**config.mk**
```make
export PLATFORM = sky130hd
export DESIGN_NAME = ast_ctrl
export DESIGN_NICKNAME = d
export VERILOG_FILES = /design/src/rtl/ast_ctrl.sv
export SDC_FILE = /design/constraint.sdc
export NUM_CORES = 1
export LEC_CHECK = 0
export ABC_CLOCK_PERIOD_IN_PS = 8140
export CAP_MARGIN = 10
export CORE_UTILIZATION = 61
export DETAILED_ROUTE_END_ITERATION = 8
export GPL_TIMING_DRIVEN = 0
export PLACE_DENSITY = 0.84
export SLEW_MARGIN = 30
export SYNTH_ARGS = -nofsm -noshare
export SYNTH_HDL_FRONTEND = slang
export SYNTH_SLANG_ARGS = --single-unit
export TNS_END_PERCENT = 1
```
**constraint.sdc**
```tcl
create_clock -name clk_sys -period 8.14 [get_ports clk_sys]
set_input_delay 1.221 -clock clk_sys [delete_from_list [all_inputs] [get_ports clk_sys]]
set_output_delay 1.221 -clock clk_sys [all_outputs]
set_load 0.05 [all_outputs]
```
**src/rtl/ast_ctrl.sv**
```systemverilog
`default_nettype none
// ============================================================================
// Module   : ast_ctrl
// Brief    : Sensor assert (AST) line sequencer: timed pulse, optional echo
//            wait with timeout, status byte with sticky flags and pulse count.
// Revision : 1.0
// ============================================================================
module ast_ctrl #(
    parameter int TICK_DIV = 100,
    parameter int TIMEOUT  = 255
) (
    input  logic       clk_sys,
    input  logic       rst,
    input  logic [7:0] cmd_ast,
    input  logic [7:0] cfg_pol,
    input  logic [7:0] cfg_width,
    input  logic       sensor_rdy,
    output logic       ast_out,
    output logic [7:0] stu_sensor
);

    localparam logic [1:0]  c_st_idle     = 2'd0;
    localparam logic [1:0]  c_st_pulse    = 2'd1;
    localparam logic [1:0]  c_st_wait_ack = 2'd2;

    localparam logic [7:0]  c_cmd_fire     = 8'h01;
    localparam logic [7:0]  c_cmd_fire_ack = 8'h02;
    localparam logic [7:0]  c_cmd_clr      = 8'h80;
    localparam logic [7:0]  c_cmd_abort    = 8'hFF;

    localparam logic [15:0] c_div_last = 16'(TICK_DIV - 1);
    localparam logic [15:0] c_timeout  = 16'(TIMEOUT);

    logic [1:0]  r_state;
    logic        r_pol_l;
    logic [7:0]  r_w_l;
    logic        r_is_ack;
    logic [15:0] r_presc;
    logic [15:0] r_tick_cnt;
    logic        r_done;
    logic        r_timeout;
    logic        r_overrun;
    logic [3:0]  r_count;
    logic        r_ast_out;
    logic        r_sync1;
    logic        r_sync2;
    logic        r_rdy_d;
    logic        r_rdy_edge;

    logic        w_fire_any;
    logic        w_clr;
    logic        w_abort;
    logic        w_busy;
    logic        w_tick;
    logic [15:0] w_tick_nxt;
    logic        w_width_hit;
    logic        w_timeout_hit;
    logic [3:0]  w_count_base;
    logic        w_unused;

    assign w_fire_any    = (cmd_ast == c_cmd_fire) || (cmd_ast == c_cmd_fire_ack);
    assign w_clr         = (cmd_ast == c_cmd_clr);
    assign w_abort       = (cmd_ast == c_cmd_abort);
    assign w_busy        = (r_state != c_st_idle);
    assign w_tick        = (r_presc == c_div_last);
    assign w_tick_nxt    = r_tick_cnt + 16'd1;
    assign w_width_hit   = w_tick && (w_tick_nxt == {8'd0, r_w_l});
    assign w_timeout_hit = w_tick && (w_tick_nxt == c_timeout);
    // A CLR landing on a completion cycle restarts the count from zero
    assign w_count_base  = w_clr ? 4'd0 : r_count;
    assign w_unused      = &{1'b0, cfg_pol[7:1]};

    assign ast_out    = r_ast_out;
    assign stu_sensor = {r_count, r_overrun, r_timeout, r_done, w_busy};

    always_ff @(posedge clk_sys) begin
        if (rst) begin
            r_sync1    <= 1'b0;
            r_sync2    <= 1'b0;
            r_rdy_d    <= 1'b0;
            r_rdy_edge <= 1'b0;
        end else begin
            r_sync1    <= sensor_rdy;
            r_sync2    <= r_sync1;
            r_rdy_d    <= r_sync2;
            r_rdy_edge <= r_sync2 & ~r_rdy_d;
        end
    end

    always_ff @(posedge clk_sys) begin
        if (rst) begin
            r_state    <= c_st_idle;
            r_pol_l    <= 1'b0;
            r_w_l      <= 8'd1;
            r_is_ack   <= 1'b0;
            r_presc    <= 16'd0;
            r_tick_cnt <= 16'd0;
            r_done     <= 1'b0;
            r_timeout  <= 1'b0;
            r_overrun  <= 1'b0;
            r_count    <= 4'd0;
            r_ast_out  <= 1'b0;
        end else begin
            if (w_clr) begin
                r_done    <= 1'b0;
                r_timeout <= 1'b0;
                r_overrun <= 1'b0;
                r_count   <= 4'd0;
            end
            if (w_tick) begin
                r_presc    <= 16'd0;
                r_tick_cnt <= w_tick_nxt;
            end else begin
                r_presc <= r_presc + 16'd1;
            end

            case (r_state)
                c_st_idle: begin
                    r_presc    <= 16'd0;
                    r_tick_cnt <= 16'd0;
                    r_pol_l    <= cfg_pol[0];
                    r_ast_out  <= cfg_pol[0];
                    if (w_fire_any) begin
                        r_state   <= c_st_pulse;
                        r_ast_out <= ~cfg_pol[0];
                        r_w_l     <= (cfg_width == 8'd0) ? 8'd1 : cfg_width;
                        r_is_ack  <= (cmd_ast == c_cmd_fire_ack);
                        r_done    <= 1'b0;
                        r_timeout <= 1'b0;
                    end
                end
                c_st_pulse: begin
                    r_ast_out <= ~r_pol_l;
                    if (w_fire_any) r_overrun <= 1'b1;
                    if (w_abort) begin
                        r_state   <= c_st_idle;
                        r_ast_out <= r_pol_l;
                    end else if (w_width_hit) begin
                        r_ast_out  <= r_pol_l;
                        r_presc    <= 16'd0;
                        r_tick_cnt <= 16'd0;
                        if (r_is_ack) begin
                            r_state <= c_st_wait_ack;
                        end else begin
                            r_state <= c_st_idle;
                            r_done  <= 1'b1;
                            r_count <= w_count_base + 4'd1;
                        end
                    end
                end
                c_st_wait_ack: begin
                    r_ast_out <= r_pol_l;
                    if (w_fire_any) r_overrun <= 1'b1;
                    if (w_abort) begin
                        r_state <= c_st_idle;
                    end else if (r_rdy_edge) begin
                        r_state <= c_st_idle;
                        r_done  <= 1'b1;
                        r_count <= w_count_base + 4'd1;
                    end else if (w_timeout_hit) begin
                        r_state   <= c_st_idle;
                        r_timeout <= 1'b1;
                    end
                end
                default: begin
                    r_state   <= c_st_idle;
                    r_ast_out <= r_pol_l;
                end
            endcase
        end
    end

endmodule
`default_nettype wire

```
Yosys cells after proc, flatten, opt, wreduce, memory -nomap -nowiden
Index checks and enable logic that the tools add are counted.
{"block": "classes", "addsub": 3, "n_mul": 0, "n_div": 0, "magnitude_cmp": 0, "n_eq_ne": 12, "shifts": 0, "muxes": 45, "n_bitwise": 4, "n_reduce_logical": 9}
{"operator": "2-to-1 mux 16 bit", "n": 6}
{"operator": "case mux 16 bit (2 select lines)", "n": 2}
{"operator": "adder 16 x 1 -> 16 bit, second input constant", "n": 2}
{"operator": "2-to-1 mux 4 bit", "n": 6}
{"operator": "2-to-1 mux 1 bit", "n": 18}
{"operator": "== test 16 x 7 -> 1 bit, second input constant", "n": 1}
{"operator": "== test 16 x 8 -> 1 bit", "n": 1}
{"operator": "== test 16 x 8 -> 1 bit, second input constant", "n": 1}
{"operator": "== test 8 bit, second input constant", "n": 2}
{"operator": "2-to-1 mux 2 bit", "n": 7}
{"operator": "== test 8 x 1 -> 1 bit, second input constant", "n": 1}
{"operator": "== test 8 x 2 -> 1 bit, second input constant", "n": 1}
{"operator": "zero test 8 bit", "n": 1}
{"operator": "2-to-1 mux 8 bit", "n": 1}
{"operator": "case mux 4 bit (2 select lines)", "n": 1}
{"operator": "case mux 2 bit (3 select lines)", "n": 1}
{"operator": "adder 4 x 1 -> 4 bit, second input constant", "n": 1}
{"operator": "inequality test 4 bit, second input constant", "n": 1}
{"operator": "case mux 1 bit (2 select lines)", "n": 2}
{"operator": "inequality test 3 bit, second input constant", "n": 1}
{"operator": "NOT 1 bit", "n": 3}
{"operator": "case mux 1 bit (3 select lines)", "n": 1}
{"operator": "AND reduction 3 bit", "n": 1}
{"operator": "== test 2 x 1 -> 1 bit, second input constant", "n": 1}
{"operator": "other kinds (9)", "n": 10}
{"block": "word_totals", "regBits": 56, "latch_bits": 0, "mem_bits_rw": 0, "rom_bits": 0, "wordCells": 88, "mem_count": 0}

Longest topological paths before layout
Gate-level depths: netlist (run 1).
{"block": "depth", "word_depth": 7, "mapped_depth": 10}

Least setup slack after synthesis (run 1)
No wires, ideal clock.
{"block": "synth_timing", "path_type": "input -> register", "start": "input cmd_ast[3]", "end": "register r_count[1]", "t_arrival_ns": 2.946, "t_required_ns": 8.019, "setup_slack_ns": 5.073, "stages": 10, "n_path_buf": 1, "cell_sequence": "nor4_1 nand4b_1 clkbuf_1 nand2_1 inv_1 ha_1 mux2_2 nand2_1 a211o_1 nand3_1"}
{"block": "synth_between", "elab_chain_len": 7, "word_cells_on_any_way": 10}
{"item": "start: declaration", "line_no": "14", "rtl": "input logic [7:0] cmd_ast,"}
{"item": "== test 8 bit", "line_no": "62", "rtl": "assign w_clr = (cmd_ast == c_cmd_clr);"}
{"item": "2-to-1 mux 4 bit", "line_no": "70, 104"}
{"item": "adder 4 x 1 -> 4 bit", "line_no": "147, 159"}
{"item": "2-to-1 mux 4 bit", "line_no": "142", "rtl": "if (r_is_ack) begin"}
{"item": "2-to-1 mux 4 bit", "line_no": "138", "rtl": "end else if (w_width_hit) begin"}
{"item": "2-to-1 mux 4 bit", "line_no": "135", "rtl": "if (w_abort) begin"}
{"item": "case mux 4 bit (2 select lines) (*)", "line_no": "117", "rtl": "case (r_state)"}
{"item": "end signal: assignment", "line_no": "147", "rtl": "r_count <= w_count_base + 4'd1;"}
{"item": "end signal: assignment", "line_no": "159", "rtl": "r_count <= w_count_base + 4'd1;"}
{"item": "end: declaration", "line_no": "43", "rtl": "logic [3:0] r_count;"}
Every way passes the cells marked *; elsewhere a longest branch is shown, timed or not.
A chain may end at the register's enable or synchronous reset.

Worst setup path after layout (run 1)
{"block": "layout_timing", "start": "input cmd_ast[0]", "end": "register r_count[1]"}
The elaborated chain is that of the path after synthesis.

==> results of run 1 <==
worst min path at each step:
| stage | startpoint | to | slack, ns | depth (start not counted) |
|---|---|---|---|---|
| after floorplan | r_rdy_d$_SDFF_PP0_ | r_rdy_edge$_SDFF_PP0_ | 0.37 | 1 |
| final | r_rdy_d$_SDFF_PP0_ | r_rdy_edge$_SDFF_PP0_ | 0.40 | 1 |
| after detailed placement | r_rdy_d$_SDFF_PP0_ | r_rdy_edge$_SDFF_PP0_ | 0.38 | 1 |
| after CTS | r_rdy_d$_SDFF_PP0_ | r_rdy_edge$_SDFF_PP0_ | 0.40 | 1 |
| after global routing | r_rdy_d$_SDFF_PP0_ | r_rdy_edge$_SDFF_PP0_ | 0.44 | 1 |
| after global placement | r_rdy_d$_SDFF_PP0_ | r_rdy_edge$_SDFF_PP0_ | 0.37 | 1 |
layout make-up:
type / instances / area share, %
Buffer: 25 / 3.33
Clock buffer: 5 / 1.85
Clock inverter: 3 / 1.28
Inverter: 11 / 1.11
Multi-Input combinational cell: 310 / 52.3
Sequential cell: 56 / 30.2
Tap cell: 70 / 2.36
Timing Repair Buffer: 28 / 7.54
power groups by stage:
stage,clock network [mW],registers [mW],logic (mW)
2_1_floorplan,0,0.303,0.0558
3_3_place_gp,0,0.292,0.0987
3_5_place_dp,0,0.293,0.100
4_1_cts,0.197,0.287,0.101
5_1_grt,0.211,0.288,0.110
6_report,0.195,0.287,0.102
registers in the layout, indices dropped and copies added (netlist names), 2 cells and up:
| register | flops |
|---|---|
| r_count | 4 |
| r_presc | 16 |
| r_state | 2 |
| r_tick_cnt | 16 |
| r_w_l | 8 |
per-layer routing:
metal	share of wire, %	GRT usage, %	up-vias
li1	-	-	1487
met1	48	37.2	1388
met2	47	48.2	71
met3	3.7	5.62	15
met4	2.1	10.5	0
met5	0	0	-
stage by stage:
stage | power (mW) | area [um^2] | hold WS [ns]
finish | 0.584 | 3710 | 0.399
global route | 0.609 | 3710 | 0.444
CTS | 0.584 | 3710 | 0.401
detailed placement | 0.393 | 3600 | 0.382
global placement | 0.391 | 3600 | 0.371
floorplan | 0.359 | 3230 | 0.367
kinds of logic (layout without fill, tap and decap cells):
family | count (synthesis) | after routing | share of synthesized area, %
xor+xnor | 38 | 38 | 10.3
mux | 12 | 12 | 3.76
simple gates | 192 | 192 | 30.8
compound gates | 60 | 60 | 12.2
flops | 56 | 56 | 34.7
fa+ha+maj | 8 | 8 | 3.10
buf+inv | 36 | 72 | 5.11
placed cells by master, fill, tap and decap left out, drive strengths merged, types with 3 or more instances in the layout:
cell type / count
and4: 3
a21oi: 23
ha: 8
o21ai: 12
mux2i: 11
nor3: 11
clkdlybuf4s50: 28
nand3: 23
nor2: 59
xor2: 19
nand4b: 3
clkbuf: 18
buf: 12
dfxtp: 56
nand4: 13
a211oi: 3
or3: 6
inv: 11
xnor2: 19
and2: 3
nor4: 6
nand2: 33
and3: 12
or4: 6
o211ai: 4
nor2b: 5
==> impl_table.tex, run 1 <==
\begin{tabular}{lr}
\hline
Metric & Value \\
\hline
\multicolumn{2}{l}{\textbf{Clock network}} \\
\quad TritonCTS sink count & 56 \\
\quad TritonCTS clock tree & built \\
\quad Level count of the clock H-tree & 2 \\
\quad CTS root buf & clkbuf\_8 \\
\quad Post-CTS clock slew at the launch and capture registers of the worst setup and hold paths & $\sim$0.11 ns \\
\quad Cts repair resizes & 0 \\
\quad Setup Fix Bufs, Post-CTS & 0 \\
\quad Clock Tree Buf Depth & 2 \\
\quad Total of hold buffers inserted after clock tree synthesis & 0 \\
\quad Worst-skew pair later-pin latency & 0.33 ns \\
\quad Total clock buffers created by CTS & 5 \\
\multicolumn{2}{l}{\textbf{Setup path}} \\
\quad Family of cells with the greatest summed delay on the critical path & simple AND/OR/NAND/NOR gates \\
\quad Worst path slowest cell & a2111oi\_0 \\
\quad Chain of cells forming the critical path & clkdlybuf4s50\_1, nand4\_1, or2\_2, clkbuf\_1, o21ai\_0, a2111oi\_0, nand4\_1, or4\_1, nand3\_1 \\
\quad Nature of the critical path startpoint & primary input \\
\quad Worst reg-to-reg setup slack & 4.72 ns \\
\quad CP Capture Type & flop \\
\quad Kind of critical path & in2reg \\
\quad Count of cells along the worst register-to-register path & 10 \\
\quad Req. time, crit path & 8.42 ns \\
\quad Reg-to-reg critical path endpoint & r\_tick\_cnt[14]\$\_SDFF\_PP0\_ \\
\quad Launching point of the worst reg2reg path & r\_tick\_cnt[0]\$\_SDFF\_PP0\_ \\
\quad Worst path max stage delay & 0.72 ns \\
\quad Worst path arrival time & about 4.1 ns \\
\quad WP depth & 9 \\
\quad Most used cell, CP & nand4\_1 \\
\quad Maximum fanout along the worst path & 6 \\
\quad Start point of the critical path & cmd\_ast[0] \\
\quad CP endpoint & r\_count[1]\$\_SDFF\_PP0\_ \\
\quad Buffering stage count on the worst path with inverters included & 2 \\
\multicolumn{2}{l}{\textbf{Floorplanning}} \\
\quad Die width & 74.8 um \\
\quad Initial core utilization & 63.3\% \\
\quad Row Count & 26 \\
\quad Placeable Area & 5110 um\^{}2 \\
\quad Top Ports & 36 \\
\quad Chip height & $\sim$75 um \\
\quad Area of the die & 5590 um\^{}2 \\
\multicolumn{2}{l}{\textbf{Yosys}} \\
\quad Per-instance average area after synthesis & around 8.0 um\^{}2 \\
\quad Post-synth ARST share & 0\% \\
\quad Post-synth top area share & roughly a third \\
\quad Leading register cell type out of synthesis & dfxtp\_1 \\
\quad Most numerous cell types in the synthesized netlist & nor2\_1, dfxtp\_1, nand2\_1 \\
\quad Synthesized flop and latch total & 56 \\
\quad Area of the mapped netlist & 3230 um\^{}2 \\
\quad Number of instances in the synthesized netlist & 402 \\
\quad Post-synth EDFFs & 0 \\
\quad Seq/Total Area, Yosys & 34.7\% \\
\quad Cell accounting for the most synthesized area & dfxtp\_1 \\
\quad Cell with the most instances after synthesis & nor2\_1 \\
\quad Number of nets in the synthesized netlist & 437 \\
\quad Yosys warns & 0 \\
\quad Area contributors post-synth & dfxtp\_1, nor2\_1, xnor2\_1, xor2\_1, nand2\_1 \\
\quad Number of unique standard cell types used by synthesis & 53 \\
\multicolumn{2}{l}{\textbf{Detailed routing}} \\
\quad WL final & between 7000 and 8000 um \\
\quad Final routed DRC violation total & 0 \\
\quad Number of DRC violations after detailed-routing iteration 0 & 192 \\
\quad Remaining antenna violation count & 0 \\
\quad First-pass detailed-route iteration total & 4 \\
\quad Drt wl/cell & 14.5 um \\
\quad Vias per Instance & 5.83 \\
\quad Total number of vias & 2961 \\
\multicolumn{2}{l}{\textbf{Layout}} \\
\quad Combined flip-flop and latch cell area & $\sim$1100 um\^{}2 \\
\quad Finished Layout Cells & 508 \\
\quad Share of post-route cells with drive strength above 1 & 6.62\% \\
\quad Filler cell count & 410 \\
\quad Nets & 472 \\
\quad Total inserted antenna cells & 0 \\
\quad Util after Layout & 72.7\% \\
\quad Area added between synthesis and finish & 15.0\% \\
\quad Footprint of the multi-input gates & 1940 um\^{}2 \\
\multicolumn{2}{l}{\textbf{Pwr}} \\
\quad Power per unit of standard cell area & between 150 and 200 nW/um\^{}2 \\
\quad Net switching power figure & 0.172 mW \\
\quad Share of total power consumed by net switching & 29.5\% \\
\quad Comb power frac & between 10\% and 20\% \\
\quad Maximum VDD drop & 0.127 mV \\
\quad Leakage component of the power & 1.36 nW \\
\quad Sequential Power Share & 49.1\% \\
\quad Clk network pwr share & between 30\% and 40\% \\
\quad Internal Power & 0.411 mW \\
\multicolumn{2}{l}{\textbf{Timing}} \\
\quad Final slew viol count & 0 \\
\quad Final critical-path setup slack & 4.34 ns \\
\quad Setup repair after global routing missed its margin & no \\
\quad Fmax & around 260 MHz \\
\quad Setup TNS Final & 0 ns \\
\quad Final critical path time including I/O delays and setup & roughly 3.8 ns \\
\quad Skew final & 0.00689 ns \\
\quad Final hold violations & 0 \\
\quad Slew at the pin with the worst max-slew slack & 0.772 ns \\
\quad Final setup viols & 0 \\
\quad Final period util & 46.7\% \\
\quad Rel. slew slack & 47.2\% \\
\multicolumn{2}{l}{\textbf{Global routing}} \\
\quad Antenna violations before repair & 0 \\
\quad Remaining global-route overflow & 0 \\
\quad Maximum number of pins on one net before global-route repair & 19 \\
\quad Via count of the first global-routing pass & 2754 \\
\quad Overall track demand over capacity in global routing & between 20\% and 30\% \\
\quad Wire length of the first global-routing pass & 12400 um \\
\multicolumn{2}{l}{\textbf{Outcome}} \\
\quad Result of the run & complete, no violations \\
\multicolumn{2}{l}{\textbf{Place}} \\
\quad Cell total after placement & 500 \\
\quad Post-DP HPWL & 5310 um \\
\quad \# port buffers & 28 \\
\quad Setup slack after placement & 4.08 ns \\
\quad Placer Congestion & 0.858 \\
\multicolumn{2}{l}{\textbf{Worst hold path}} \\
\quad HP Class & reg2reg \\
\multicolumn{2}{l}{\textbf{Job}} \\
\quad MaxCap Viol Count & 0 \\
\hline
\end{tabular}
Power figures use the tool's default switching activity.
==> run 2: changes to the inputs <==
--- a/config.mk
+++ b/config.mk
@@ -5,12 +5,12 @@
 export SDC_FILE = /design/constraint.sdc
 export NUM_CORES = 1
 export LEC_CHECK = 0
-export ABC_CLOCK_PERIOD_IN_PS = 8140
+export ABC_CLOCK_PERIOD_IN_PS = 3770
 export CAP_MARGIN = 10
-export CORE_UTILIZATION = 61
+export CORE_UTILIZATION = 56
 export DETAILED_ROUTE_END_ITERATION = 8
 export GPL_TIMING_DRIVEN = 0
-export PLACE_DENSITY = 0.84
+export PLACE_DENSITY = 0.78
 export SLEW_MARGIN = 30
 export SYNTH_ARGS = -nofsm -noshare
 export SYNTH_HDL_FRONTEND = slang
==> constraint.sdc (replaced) <==
create_clock -name clk_sys -period 3.77 [get_ports clk_sys]
set_input_delay 0.5655 -clock clk_sys [delete_from_list [all_inputs] [get_ports clk_sys]]
set_output_delay 0.5655 -clock clk_sys [all_outputs]
set_load 0.05 [all_outputs]
==> impl_table.tex, run 2 (synthesis gave the netlist of run 1 again) <==
\begin{tabular}{lr}
\hline
Metric & Value \\
\hline
\multicolumn{2}{l}{\textbf{Outcome}} \\
\quad Result of the run & complete, no violations \\
\multicolumn{2}{l}{\textbf{Clock network}} \\
\quad Total clock buffers created by CTS & 5 \\
\quad CTS root buf & clkbuf\_8 \\
\quad Clock Tree Buf Depth & 2 \\
\quad Cts repair resizes & 0 \\
\quad Total of hold buffers inserted after clock tree synthesis & 0 \\
\quad TritonCTS sink count & 56 \\
\quad Post-CTS clock slew at the launch and capture registers of the worst setup and hold paths & 0.11 ns \\
\quad Worst-skew pair later-pin latency & between 0.3 and 0.4 ns \\
\quad Setup Fix Bufs, Post-CTS & 0 \\
\quad Level count of the clock H-tree & 2 \\
\quad TritonCTS clock tree & built \\
\multicolumn{2}{l}{\textbf{Global routing}} \\
\quad Highest-utilization routing layer at the global route stage & met2 \\
\quad Overall track demand over capacity in global routing & approximately a quarter \\
\quad Antenna violations before repair & 0 \\
\quad Met3 track utilization from global routing & between 4 and 5\% \\
\quad Via count of the first global-routing pass & 2719 \\
\quad Remaining global-route overflow & 0 \\
\quad Met1 Track Usage GR & 34.7\% \\
\quad Wire length of the first global-routing pass & 12700 um \\
\quad M2 GR Usage & 43.3\% \\
\quad Maximum number of pins on one net before global-route repair & 19 \\
\multicolumn{2}{l}{\textbf{Detailed routing}} \\
\quad Vias per Instance & 5.90 \\
\quad Total number of vias & approximately 3000 \\
\quad WL final & between 7000 and 8000 um \\
\quad First-pass detailed-route iteration total & 5 \\
\quad Final routed DRC violation total & 0 \\
\quad Drt wl/cell & 14.8 um \\
\quad Remaining antenna violation count & 0 \\
\quad Number of DRC violations after detailed-routing iteration 0 & 175 \\
\multicolumn{2}{l}{\textbf{Timing}} \\
\quad Final critical path time including I/O delays and setup & 3.38 ns \\
\quad Skew final & around 0.012 ns \\
\quad Final hold violations & 0 \\
\quad Final critical-path setup slack & just under 0.4 ns \\
\quad Setup TNS Final & 0 ns \\
\quad Tightest hold margin & approximately 0.39 ns \\
\quad Final setup viols & 0 \\
\quad Fmax & 296 MHz \\
\quad Final slew viol count & 0 \\
\quad Final period util & 89.7\% \\
\quad Slew at the pin with the worst max-slew slack & a little under 0.7 ns \\
\quad Rel. slew slack & 52.8\% \\
\quad Setup repair after global routing missed its margin & no \\
\multicolumn{2}{l}{\textbf{Floorplanning}} \\
\quad Row Count & 27 \\
\quad Area of the die & 6080 um\^{}2 \\
\quad Chip height & between 70 and 80 um \\
\quad Placeable Area & 5540 um\^{}2 \\
\quad Initial core utilization & roughly three fifths \\
\quad Top Ports & 36 \\
\quad Die width & 78.0 um \\
\multicolumn{2}{l}{\textbf{Setup path}} \\
\quad Chain of cells forming the critical path & ha\_1, buf\_2, nand4\_1, nor4\_1, mux2i\_1, a221oi\_4, nand3\_2, o21ai\_1, buf\_2, nor2\_1 \\
\quad Nature of the critical path startpoint & flop \\
\quad Kind of critical path & reg2reg \\
\quad Most used cell, CP & buf\_2 \\
\quad Worst path arrival time & between 3 and 4 ns \\
\quad Maximum fanout along the worst path & 10 \\
\quad Req. time, crit path & 3.98 ns \\
\quad Worst path slowest cell & o21ai\_1 \\
\quad CP Capture Type & flop \\
\quad Buffering stage count on the worst path with inverters included & 2 \\
\quad Worst path max stage delay & 0.51 ns \\
\quad Family of cells with the greatest summed delay on the critical path & compound AO/OA/AOI/OAI gates \\
\multicolumn{2}{l}{\textbf{Worst hold path}} \\
\quad HP Class & reg2reg \\
\multicolumn{2}{l}{\textbf{Place}} \\
\quad \# port buffers & 28 \\
\quad Post-DP HPWL & 5450 um \\
\quad Placer Congestion & 0.866 \\
\quad Setup slack after placement & between 0.3 and 0.4 ns \\
\multicolumn{2}{l}{\textbf{Pwr}} \\
\quad Power per unit of standard cell area & $\sim$320 nW/um\^{}2 \\
\quad Overall Power & 1.19 mW \\
\quad Maximum VDD drop & 0.239 mV \\
\quad Leakage component of the power & 1.34 nW \\
\multicolumn{2}{l}{\textbf{Layout}} \\
\quad Top flop regs & r\_presc (16), r\_tick\_cnt (16), r\_w\_l (8) \\
\quad Most common library cell in the layout ignoring fill and taps & nor2\_1 \\
\quad Highest-count cells in the layout ignoring fill and taps & nor2\_1, dfxtp\_1, nand2\_1, clkdlybuf4s50\_1, a21oi\_1 \\
\quad Util after Layout & approximately 67\% \\
\quad Area added between synthesis and finish & 14.3\% \\
\quad Share of post-route cells with drive strength above 1 & 6.62\% \\
\quad Nets & 472 \\
\quad Total inserted antenna cells & 0 \\
\multicolumn{2}{l}{\textbf{Job}} \\
\quad MaxCap Viol Count & 0 \\
\hline
\end{tabular}
-- run 2: changes by cell type in the layout (fill, tap and decap cells not counted) --
cell and delta:
clkinv_4 -2, clkinv_2 +1, inv_6 +1, bufinv_16 -1
clkinvlp_4 +1
-- run 2: cell type report --
class	count	area, um^2
clock buffer	5	68.8
fill	500	1850
tap	72	90.1
inverter	11	41.3
clock inverter	3	21.3
timing repair buffer	28	280
multi-input combinational	310	1940
buffer	25	124
sequential	56	1120
-- run 2: power by group --
| part | total (mW) | switching [mW] | internal (mW) |
|---|---|---|---|
| registers | 0.619 | 0.0123 | 0.607 |
| clock network | 0.344 | 0.212 | 0.133 |
| logic | 0.224 | 0.143 | 0.0810 |
-- run 2: final timing paths --
| kind | depth (start not counted) | to | slack (ns) | from |
|---|---|---|---|---|
| hold / removal | 1 | r_rdy_edge$_SDFF_PP0_ | 0.39 | r_rdy_d$_SDFF_PP0_ |
| setup / recovery | 10 | r_tick_cnt[5]$_SDFF_PP0_ | 0.39 | r_tick_cnt[0]$_SDFF_PP0_ |
| hold reg to reg | 1 | r_rdy_edge$_SDFF_PP0_ | 0.39 | r_rdy_d$_SDFF_PP0_ |
| setup reg to reg | 10 | r_tick_cnt[5]$_SDFF_PP0_ | 0.39 | r_tick_cnt[0]$_SDFF_PP0_ |
-- run 2: layer usage --
layer | vias up | wire length (um)
met1 | 1417 | 3480
met3 | 12 | 374
met2 | 93 | 3570
met5 | - | 0
li1 | 1486 | -
met4 | 0 | 118
-- run 2: per-stage QoR --
stage / instance area [um^2] / instances
after floorplan: 3230 / 402
after global placement: 3600 / 502
after detailed placement: 3600 / 502
after CTS: 3690 / 510
after global routing: 3690 / 510
final: 3690 / 510
